**config.mk**
```make
export PLATFORM = sky130hd
export DESIGN_NAME = axis_pkt_sched
export DESIGN_NICKNAME = d
export VERILOG_FILES = /design/src/rtl/axis_pkt_sched.sv
export SDC_FILE = /design/constraint.sdc
export NUM_CORES = 1
export LEC_CHECK = 0
export ABC_AREA = 0
export BUFFER_PORTS_ARGS = -buffer_cell sky130_fd_sc_hd__buf_4
export CAP_MARGIN = 0
export CORE_MARGIN = 3
export CORE_UTILIZATION = 54
export CTS_CLUSTER_DIAMETER = 40
export CTS_CLUSTER_SIZE = 40
export DETAILED_ROUTE_END_ITERATION = 10
export PLACE_DENSITY = 0.95
export SKIP_CTS_REPAIR_TIMING = 1
export SYNTH_ARGS = -nofsm -noshare
export SYNTH_HDL_FRONTEND = slang
export SYNTH_SLANG_ARGS = --single-unit
```
**constraint.sdc**
```tcl
create_clock -name clk -period 2.99 [get_ports clk]
set_input_delay 0.598 -clock clk [delete_from_list [all_inputs] [get_ports clk]]
set_output_delay 0.598 -clock clk [all_outputs]
set_load 0.005 [all_outputs]
```
**src/rtl/axis_pkt_sched.sv**
```systemverilog
// Packet-level round-robin scheduler in front of a single store-and-forward axis_fifo.
// One packet is resident in the FIFO at a time; sources are blocked until it drains.
//
// state    | meaning
// ---------+----------------------------------------------------------------
// ST_IDLE  | no grant, all sources blocked, round-robin arbitration on s_tvalid
// ST_FILL  | grant held, granted source muxed straight through to the FIFO
// ST_DRAIN | rece_done high, all sources blocked, wait for FIFO to empty
module axis_pkt_sched #(
    parameter int DATA_WIDTH    = 16,
    parameter int NUM_SRC       = 4,
    parameter int MAX_PKT_BEATS = 16384,
    parameter int CNT_W         = 15
) (
    input  logic                             clk,
    input  logic                             rst_n,
    input  logic [NUM_SRC*DATA_WIDTH-1:0]    s_tdata,
    input  logic [NUM_SRC*DATA_WIDTH/8-1:0]  s_tkeep,
    input  logic [NUM_SRC-1:0]               s_tvalid,
    input  logic [NUM_SRC-1:0]               s_tlast,
    output logic [NUM_SRC-1:0]               s_tready,
    output logic [DATA_WIDTH-1:0]            f_tdata,
    output logic [DATA_WIDTH/8-1:0]          f_tkeep,
    output logic                             f_tvalid,
    output logic                             f_tlast,
    input  logic                             f_tready,
    input  logic                             o_tvalid,
    input  logic                             o_tready,
    output logic                             rece_done,
    output logic [$clog2(NUM_SRC)-1:0]       grant_id,
    output logic                             busy,
    output logic                             trunc_err
);

    localparam int KW = DATA_WIDTH / 8;
    localparam int GW = $clog2(NUM_SRC);
    localparam logic [CNT_W-1:0] LP_LIMIT = CNT_W'(MAX_PKT_BEATS - 1);

    typedef enum logic [1:0] {
        ST_IDLE  = 2'd0,
        ST_FILL  = 2'd1,
        ST_DRAIN = 2'd2
    } state_t;

    state_t           r_state;
    state_t           w_state_nxt;
    logic [GW-1:0]    r_grant;
    logic [GW-1:0]    r_last_grant;
    logic [GW-1:0]    w_win;
    logic             w_found;
    logic             w_any_req;
    logic [CNT_W-1:0] r_in_cnt;
    logic [CNT_W-1:0] r_out_cnt;
    logic             r_rece_done;
    logic             r_trunc_err;
    logic             w_src_last;
    logic             w_at_limit;
    logic             w_beat_in;
    logic             w_beat_out;
    logic             w_last_out;

    assign w_any_req  = |s_tvalid;
    assign w_at_limit = (r_in_cnt == LP_LIMIT);
    assign w_beat_in  = (r_state == ST_FILL) & f_tvalid & f_tready;
    assign w_beat_out = (r_state == ST_DRAIN) & o_tvalid & o_tready;
    assign w_last_out = (({1'b0, r_out_cnt} + (CNT_W+1)'(1)) == {1'b0, r_in_cnt});

    // Search upward from last_grant+1 with wrap; the first requester found wins.
    always_comb begin
        w_win   = r_last_grant;
        w_found = 1'b0;
        for (int k = 1; k <= NUM_SRC; k++) begin
            int v_sum;
            v_sum = int'(r_last_grant) + k;
            if (v_sum >= NUM_SRC) begin
                v_sum = v_sum - NUM_SRC;
            end
            if (!w_found && s_tvalid[GW'(v_sum)]) begin
                w_found = 1'b1;
                w_win   = GW'(v_sum);
            end
        end
    end

    always_comb begin
        f_tdata    = '0;
        f_tkeep    = '0;
        f_tvalid   = 1'b0;
        f_tlast    = 1'b0;
        s_tready   = '0;
        w_src_last = 1'b0;
        if (r_state == ST_FILL) begin
            f_tdata    = s_tdata[r_grant*DATA_WIDTH +: DATA_WIDTH];
            f_tkeep    = s_tkeep[r_grant*KW +: KW];
            f_tvalid   = s_tvalid[r_grant];
            w_src_last = s_tlast[r_grant];
            f_tlast    = w_src_last | w_at_limit;
            s_tready[r_grant] = f_tready;
        end
    end

    always_comb begin
        w_state_nxt = r_state;
        unique case (r_state)
            ST_IDLE:  if (w_any_req)              w_state_nxt = ST_FILL;
            ST_FILL:  if (w_beat_in && f_tlast)   w_state_nxt = ST_DRAIN;
            ST_DRAIN: if (w_beat_out && w_last_out) w_state_nxt = ST_IDLE;
            default:                              w_state_nxt = ST_IDLE;
        endcase
    end

    always_ff @(posedge clk or negedge rst_n) begin
        if (!rst_n) begin
            r_state      <= ST_IDLE;
            r_grant      <= '0;
            r_last_grant <= GW'(NUM_SRC - 1);
            r_in_cnt     <= '0;
            r_out_cnt    <= '0;
            r_rece_done  <= 1'b0;
            r_trunc_err  <= 1'b0;
        end else begin
            r_state     <= w_state_nxt;
            r_rece_done <= (w_state_nxt == ST_DRAIN);
            // A limit-forced last beat without the source's own tlast is a truncation.
            r_trunc_err <= w_beat_in & f_tlast & ~w_src_last;

            if ((r_state == ST_IDLE) && w_any_req) begin
                r_grant      <= w_win;
                r_last_grant <= w_win;
                r_in_cnt     <= '0;
            end else if (w_beat_in) begin
                r_in_cnt <= r_in_cnt + CNT_W'(1);
            end

            if ((r_state == ST_FILL) && (w_state_nxt == ST_DRAIN)) begin
                r_out_cnt <= '0;
            end else if (w_beat_out) begin
                r_out_cnt <= r_out_cnt + CNT_W'(1);
            end
        end
    end

    assign rece_done = r_rece_done;
    assign trunc_err = r_trunc_err;
    assign grant_id  = r_grant;
    assign busy      = (r_state != ST_IDLE);

endmodule
```
* After elaboration in Yosys (flattened, before gate mapping) *
Index checks and enable logic that the tools add are counted.
Widths: inputs -> output; s select.

operators by class
  add/sub/neg operators = 11
  order comparisons = 10
  equality and inequality tests = 5
  shift operators = 2
  mux-type cells = 43
  bitwise logic cells = 9
  reduce and logical (&&, ||, !) cells = 16

operators with widths
  cell                   count
  $shiftx 64x7->16       1
  $mux 15                4
  $add 15x1->15 const B  2
  $mux 2                 12
  $mux 1                 17
  $add 15x1->16 const B  1
  $eq 16x15->1           1
  $lt 2x4->1 const B     4
  $mux 16                1
  $eq 15x14->1 const B   1
  $bmux 1 s2             6
  $ge 3x3->1 const B     3
  $logic_and 1x1->1      8
  $shiftx 8x4->2         1
  $sub 2x1->2 const B    4
  $add 2x2->3 const B    2
  $and 1x1->1            6
  $pmux 2 s3             1
  $reduce_bool 2->1      3
  $add 2x3->4 const B    1
  $and 4x4->4            1
  $eq 2x2->1 const B     2
  $ge 4x3->1 const B     1
  $mux 4                 1
  10 further kinds       12

word-level totals
  register bits = 38
  input bits = 85
  output and inout bits = 29
  logic and storage cells = 103

* Depth between registers and ports, before layout *
Gate-level depths: netlist of run 1.

  depth in word-level cells = 16
  mapped depth = 8
  gate-level depth less buffers = 7

* Least setup slack after synthesis of run 1 *
OpenSTA, ideal clock, no wires.

  kind = reg-to-output
  from = reg r_grant[0] (netlist: grant_id[0])
  to = out f_tdata[10]
  data arrival time = 1.623 ns
  data required time = 2.392 ns
  setup slack = 0.769 ns
  stages on the path, launching flop included = 5
  path buffers = 2
  cell sequence = dfrtp_1 buf_2 buf_1 mux4_2 nor2b_1

on the way
  word-level cells in the longest chain between the ends = 2

ends and longest elaborated chain
  item                      RTL line  source
  start: declaration        47        logic [GW-1:0] r_grant;
  start signal: assignment  128       r_grant <= w_win;
  $shiftx 64x7->16          93        f_tdata = s_tdata[r_grant*DATA_WIDTH +: DATA_WIDTH];
  $mux 16                   92        if (r_state == ST_FILL) begin
  end: declaration          22        output logic [DATA_WIDTH-1:0] f_tdata,

No other way between the ends.

* Final worst setup path of run 1 *
  from = reg r_grant[0] (netlist: grant_id[0])
  to = out f_tdata[2]

Same word-level chain as after synthesis.

==> results.yml, run 1 <==
routing:
  drtPass1Iterations: 5
  drt-vias-per-instance: 6.202
  vias: 3194
  drc: 0
  ant_nets: 0
  drt_iter0_drc: 204
  avgRoutedWirePerCell_um: 18.83
  wl_um: 9700
status:
  status: "complete, no violations"
sta:
  hold_violations: 0
  maxSlewViolCount: 0
  setup_tns_ps: 0
  finalCritPeriodShare: 0.9327
  final.setup.worst_slack_ps: 201.2
  setup_violations: 0
  tightest_slew_ps: 759.6
  skew_ps: 8.731
  max_slew_margin: 0.4936
  fmax_mhz: 358.6
  rsz0062_at_grt: "false"
  finalCriticalPeriod_ps: 2789
flow_run:
  cap_violations: 0
grt:
  grt_pass1_wl_um: 15250
  antenna_found_initial: 0
  grt.total_usage: 0.2992
  grt_max_degree: 39
  overflow: 0
  grt_pass1_vias: 3217
placed_design:
  place.gp.congestion: 0.8502
  dp_hpwl_um: 7670
  numPortBuffers: 113
  post-place-ws_ps: 532.4
die:
  dieHeight_um: 82.08
  core_sq_mm: 0.005540
  rows: 27
  die-width_um: 82.08
  dieArea_sq_mm: 0.006737
  io_pins: 114
  start_util: 0.5641
worst_setup_path:
  critPathTopFamily: "flip-flops"
  critPathRequiredTime_ps: 2390
  cpMaxStageDelayCell: "dfrtp_1"
  cp-end-kind: "output port"
  reg2reg_from: "r_out_cnt[0]$_DFFE_PN0P_"
  worstPathArrival_ps: 2190
  path_max_fanout: 11
  cp_common_cell: "buf_4"
  worstPathCellList: "buf_4, mux4_2, nor2b_1, buf_4"
  r2r_end: "r_state[1]$_DFF_PN0_"
  path_depth: 4
  critical_path_class: "reg2out"
  start_kind: "flop"
  r2r_slack_ps: 500
  worst-path-buf-inv: 2
  max_stage_delay_ps: 720
  r2r_cells: 7
worst_hold_path:
  worstHoldPathType: "in2async"
cells_and_area:
  drive_above_1_share: 0.3612
  nNetsFinal: 529
  fillCellCount: 362
  multiInputGateArea_sq_mm: 0.002031
  area_delta_synth_final_pct: 32.07
  regArea_sq_um: 953.4
  diodes: 0
logic_synthesis:
  synth_flop_cell: "dfrtp_1"
  synth_fp_nets: 426
  netlist.area_leader.share: 0.2882
  netlist-cell-type-count: 51
  synth_cells: 339
  synth-async-reset-ratio: 1.000
  synth_edf_count: 0
  ys_seq_area_frac: 0.3050
  yosysTopAreaCell: "dfrtp_1"
  synth_warnings: 0
  syn_avg_cell_area_sq_um: 9.220
  synth_area_leaders: "dfrtp_1 29%, mux4_2 14%, xnor2_1 6.4%"
  yosys_register_bits: 38
  syn-cell-area_sq_mm: 0.003125
clock_tree:
  htreeDepth: 2
  clockBufferDepth: 2
  clk_pin_slew_ps: 80
  cts_root_buffer: "clkbuf_8"
  cts_buffers: 5
  clk_latency_ps: 300
  cts_tree: "built"
  cts.sinks: 38
pwr:
  power_density_mw_per_mm2: 651.9
  power.leakage_nw: 1.854
  ir_drop_mv: 0.4843
==> final cells by class <==
type                            instances  share of cell area
Sequential cell                        38              0.2310
Multi-Input combinational cell        271              0.4920
Clock buffer                            5             0.01667
Timing Repair Buffer                  118              0.2146
Inverter                                8            0.007275
Clock inverter                          3             0.01667
Tap cell                               72             0.02182
==> cell usage in the layout, fill, tap and decap left out, types with 3 or more instances in the layout <==
master and count:
buf_4 118, nor2_1 40, dfrtp_1 36, nand2_1 28, xnor2_1 23, nor2b_1 22, mux4_2 20, xor2_1 19
a21oi_1 16, o21ai_0 13, nand3_1 11, inv_1 8, nor3_1 7, a31oi_1 7, nand2b_1 5, and3_1 5
nand4_1 5, or3_1 5, clkbuf_8 5, and4_1 4, nor3b_1 4, nor4_1 4, a21o_1 3, a211oi_1 3
==> cell usage after synthesis, drive strengths merged, types with 3 or more instances <==
master / count
nor4: 4
nor2b: 22
a21oi: 16
nand4: 6
nor3: 8
a31oi: 7
dfrtp: 36
nand2b: 5
nor2: 40
buf: 10
xnor2: 23
a21o: 3
mux4: 20
a211oi: 3
nand2: 28
xor2: 19
inv: 8
nand3: 13
and3: 6
o21ai: 13
clkbuf: 12
and4: 4
or3: 6
nor3b: 4
==> registers in the layout (all words and copies together) (netlist names) <==
| signal | cells |
|---|---|
| r_last_grant | 2 |
| trunc_err | 1 |
| r_out_cnt | 15 |
| grant_id | 2 |
| rece_done | 1 |
| r_state | 2 |
| r_in_cnt | 15 |
==> how the worst max path moves through the flow <==
stage          slack [ps]                     from          end
3_3_place_gp          610  grant_id[0]$_DFFE_PN0P_   f_tdata[7]
4_1_cts               200  grant_id[0]$_DFFE_PN0P_   f_tdata[2]
3_5_place_dp          530  grant_id[0]$_DFFE_PN0P_   f_tdata[2]
2_1_floorplan         770  grant_id[0]$_DFFE_PN0P_  f_tdata[10]
6_report              200  grant_id[0]$_DFFE_PN0P_   f_tdata[2]
5_1_grt                60  grant_id[0]$_DFFE_PN0P_  f_tdata[11]
==> report_power, final <==
group	internal [mW]	switching, mW	leakage [nW]
Combinational	0.801	0.608	1.27
Sequential	0.592	0.155	0.515
Clock	0.334	0.200	0.0683
==> layer usage <==
layer,share of wire,global-route usage,vias up
met1,0.36,0.3429,1524
met5,0,0,-
met2,0.53,0.5323,199
met3,0.075,0.06908,44
li1,-,-,1427
met4,0.039,0.1246,0
==> cell families (layout without fill, tap and decap cells) <==
group	after synthesis	after routing	share of synthesized area
DFF	38	38	0.3050
buffers and inverters	30	134	0.04523
adders and majority gates	2	2	0.008005
and+or+nand+nor	154	154	0.2674
muxes	20	20	0.1441
xor gates and xnor gates	42	42	0.1177
AOI/OAI and AO/OA	53	53	0.1125
==> through the flow <==
stage / area (sq um) / power, mW / cells / hold WS (ps) / utilization
3_5_place_dp: 3990 / 2.151 / 507 / 564.6 / 0.7202
5_1_grt: 4128 / 2.860 / 515 / 283.6 / 0.7450
2_1_floorplan: 3126 / 1.523 / 339 / 302.4 / -
4_1_cts: 4128 / 2.690 / 515 / 267.6 / 0.7450
3_3_place_gp: 3990 / 2.090 / 507 / 533.1 / 0.7202
6_report: 4128 / 2.691 / 515 / 246.3 / 0.7450
Power figures use the tool's default switching activity.
==> run 2: changes to the inputs <==
--- a/config.mk
+++ b/config.mk
@@ -13,6 +13,7 @@
 export CTS_CLUSTER_DIAMETER = 40
 export CTS_CLUSTER_SIZE = 40
 export DETAILED_ROUTE_END_ITERATION = 10
+export GPL_TIMING_DRIVEN = 0
 export PLACE_DENSITY = 0.95
 export SKIP_CTS_REPAIR_TIMING = 1
 export SYNTH_ARGS = -nofsm -noshare
==> run 2 against run 1 <==
Against the previous run:
- clock-buffer cell count grew 1
- largest power group unchanged
- critical path depth rose by 1
- sequential power down 11%
- core utilization increased by 0.61 points
- cell count rose by 3.3%
- clock skew is 5.3 ps lower
- cell area rose by 0.82%
- non-clock buffer count grew 17
- wire length up 0.57%
==> results.yml, run 2 (same netlist as run 1, synthesis figures left out) <==
status:
  status: "complete, no violations"
grt:
  busiest_layer: "met2"
  met2_usage: 0.5614
  met1_usage: 0.3237
  grt_pass1_wl_um: 14950
  grt_max_degree: 39
  overflow: 0
  grt_util_met3: 0.06360
  grt_pass1_vias: 3255
  grt.total_usage: 0.2972
  antenna_found_initial: 0
worst_setup_path:
  cp-end-kind: "output port"
  critPathCapture: "f_tdata[11]"
  start_kind: "flop"
  critical_path_class: "reg2out"
  critPathRequiredTime_ps: 2390
  r2r_cells: 7
  reg2reg_from: "r_out_cnt[0]$_DFFE_PN0P_"
  path_max_fanout: 10
  worstPathArrival_ps: 2240
  crit_start: "grant_id[1]$_DFFE_PN0P_"
  r2r_end: "r_state[1]$_DFF_PN0_"
  r2r_slack_ps: 540
cells_and_area:
  mostFrequentLayoutCell: "buf_4"
  largestRegisters: "r_in_cnt x15, r_out_cnt x15"
  utilization: 0.7511
  area_delta_synth_final_pct: 33.15
  diodes: 0
  nNetsFinal: 546
  drive_above_1_share: 0.3652
  final_cell_mix: "113 x buf_4, 40 x nor2_1, 36 x dfrtp_1"
sta:
  final.setup.worst_slack_ps: 152.6
  finalCritPeriodShare: 0.9490
  rsz0062_at_grt: "false"
  setup_violations: 0
  hold_violations: 0
  fmax_mhz: 352.4
  setup_tns_ps: 0
  maxSlewViolCount: 0
  finalCriticalPeriod_ps: 2837
  tightest_slew_ps: 725.2
  max_slew_margin: 0.5165
  skew_ps: 3.427
pwr:
  pwr-share-comb: 0.592
  p_sw_mw: 0.9971
  power_density_mw_per_mm2: 619.5
  internal_power_mw: 1.581
  power.share.switching: 0.3868
  ir_drop_mv: 0.6190
  p_clk_frac: 0.149
  sequentialPowerShare: 0.259
  power.leakage_nw: 1.886
clock_tree:
  clockBufferDepth: 2
  htreeDepth: 2
  cts_root_buffer: "clkbuf_8"
  cts.sinks: 38
  cts_buffers: 5
  clk_latency_ps: 290
  clk_pin_slew_ps: 80
  cts_tree: "built"
routing:
  ant_nets: 0
  drtPass1Iterations: 5
  vias: 3146
  drc: 0
  wl_um: 9755
  avgRoutedWirePerCell_um: 18.34
  drt-vias-per-instance: 5.914
  drt_iter0_drc: 208
placed_design:
  post-place-ws_ps: 340.4
  place.gp.congestion: 0.8991
  numPortBuffers: 113
  dp_hpwl_um: 7788
flow_run:
  cap_violations: 0
worst_hold_path:
  worstHoldPathType: "in2async"
die:
  die-width_um: 82.08
  dieHeight_um: 82.08
  io_pins: 114
  dieArea_sq_mm: 0.006737
  rows: 27
  start_util: 0.5641
  core_sq_mm: 0.005540
==> run 2: cell count changes in the layout (fill, tap and decap cells not counted), sizes merged <==
cell and change:
clkbuf +14, buf +4, bufinv -2, clkinvlp +1
==> run 2: power groups by stage <==
| stage | sequential, mW | clock (mW) | combinational [mW] |
|---|---|---|---|
| finish | 0.668 | 0.384 | 1.53 |
| global route | 0.674 | 0.408 | 1.65 |
| CTS | 0.663 | 0.383 | 1.52 |
| detailed placement | 0.671 | 0 | 1.52 |
| global placement | 0.665 | 0 | 1.47 |
| floorplan | 0.655 | 0 | 0.868 |
==> run 2: critical path: stages (launching register included) <==
cell and delay (ps):
dfrtp_1 380, clkbuf_1 380, clkbuf_1 470, mux4_2 420, nor2b_1 150, buf_4 150
==> run 2: worst min-delay path by stage <==
stage,end,slack [ps],cells past startpoint
after floorplan,grant_id[0]$_DFFE_PN0P_,300,0
after global placement,r_last_grant[0]$_DFFE_PN1P_,530,2
after detailed placement,r_last_grant[0]$_DFFE_PN1P_,550,2
after CTS,r_in_cnt[5]$_DFFE_PN0P_,280,1
after global routing,r_in_cnt[5]$_DFFE_PN0P_,300,1
final,r_out_cnt[4]$_DFFE_PN0P_,250,1
==> run 2: through the flow <==
step / total power [mW] / cells / hold slack (ps) / cell area (sq um)
2_1_floorplan: 1.523 / 339 / 302.4 / 3126
3_3_place_gp: 2.131 / 524 / 534.0 / 4064
3_5_place_dp: 2.187 / 524 / 550.8 / 4064
4_1_cts: 2.565 / 532 / 280.6 / 4159
5_1_grt: 2.733 / 532 / 298.6 / 4161
6_report: 2.578 / 532 / 249.1 / 4161
==> run 2: cell type report <==
class / instances / area, sq um
plain buffers: 22 / 113.9
fillers: 359 / 1379
clock buffers: 6 / 82.58
repair buffers: 113 / 848.3
inverters: 8 / 30.03
well taps: 72 / 90.09
multi-input cells: 271 / 2031
flip-flops and latches: 38 / 953.4
clock inverters: 2 / 12.51
==> run 2: per-layer routing <==
layer / wire length (um) / vias up
li1: - / 1458
met1: 3535 / 1509
met2: 5265 / 156
met3: 729 / 23
met4: 225 / 0
met5: 0 / -
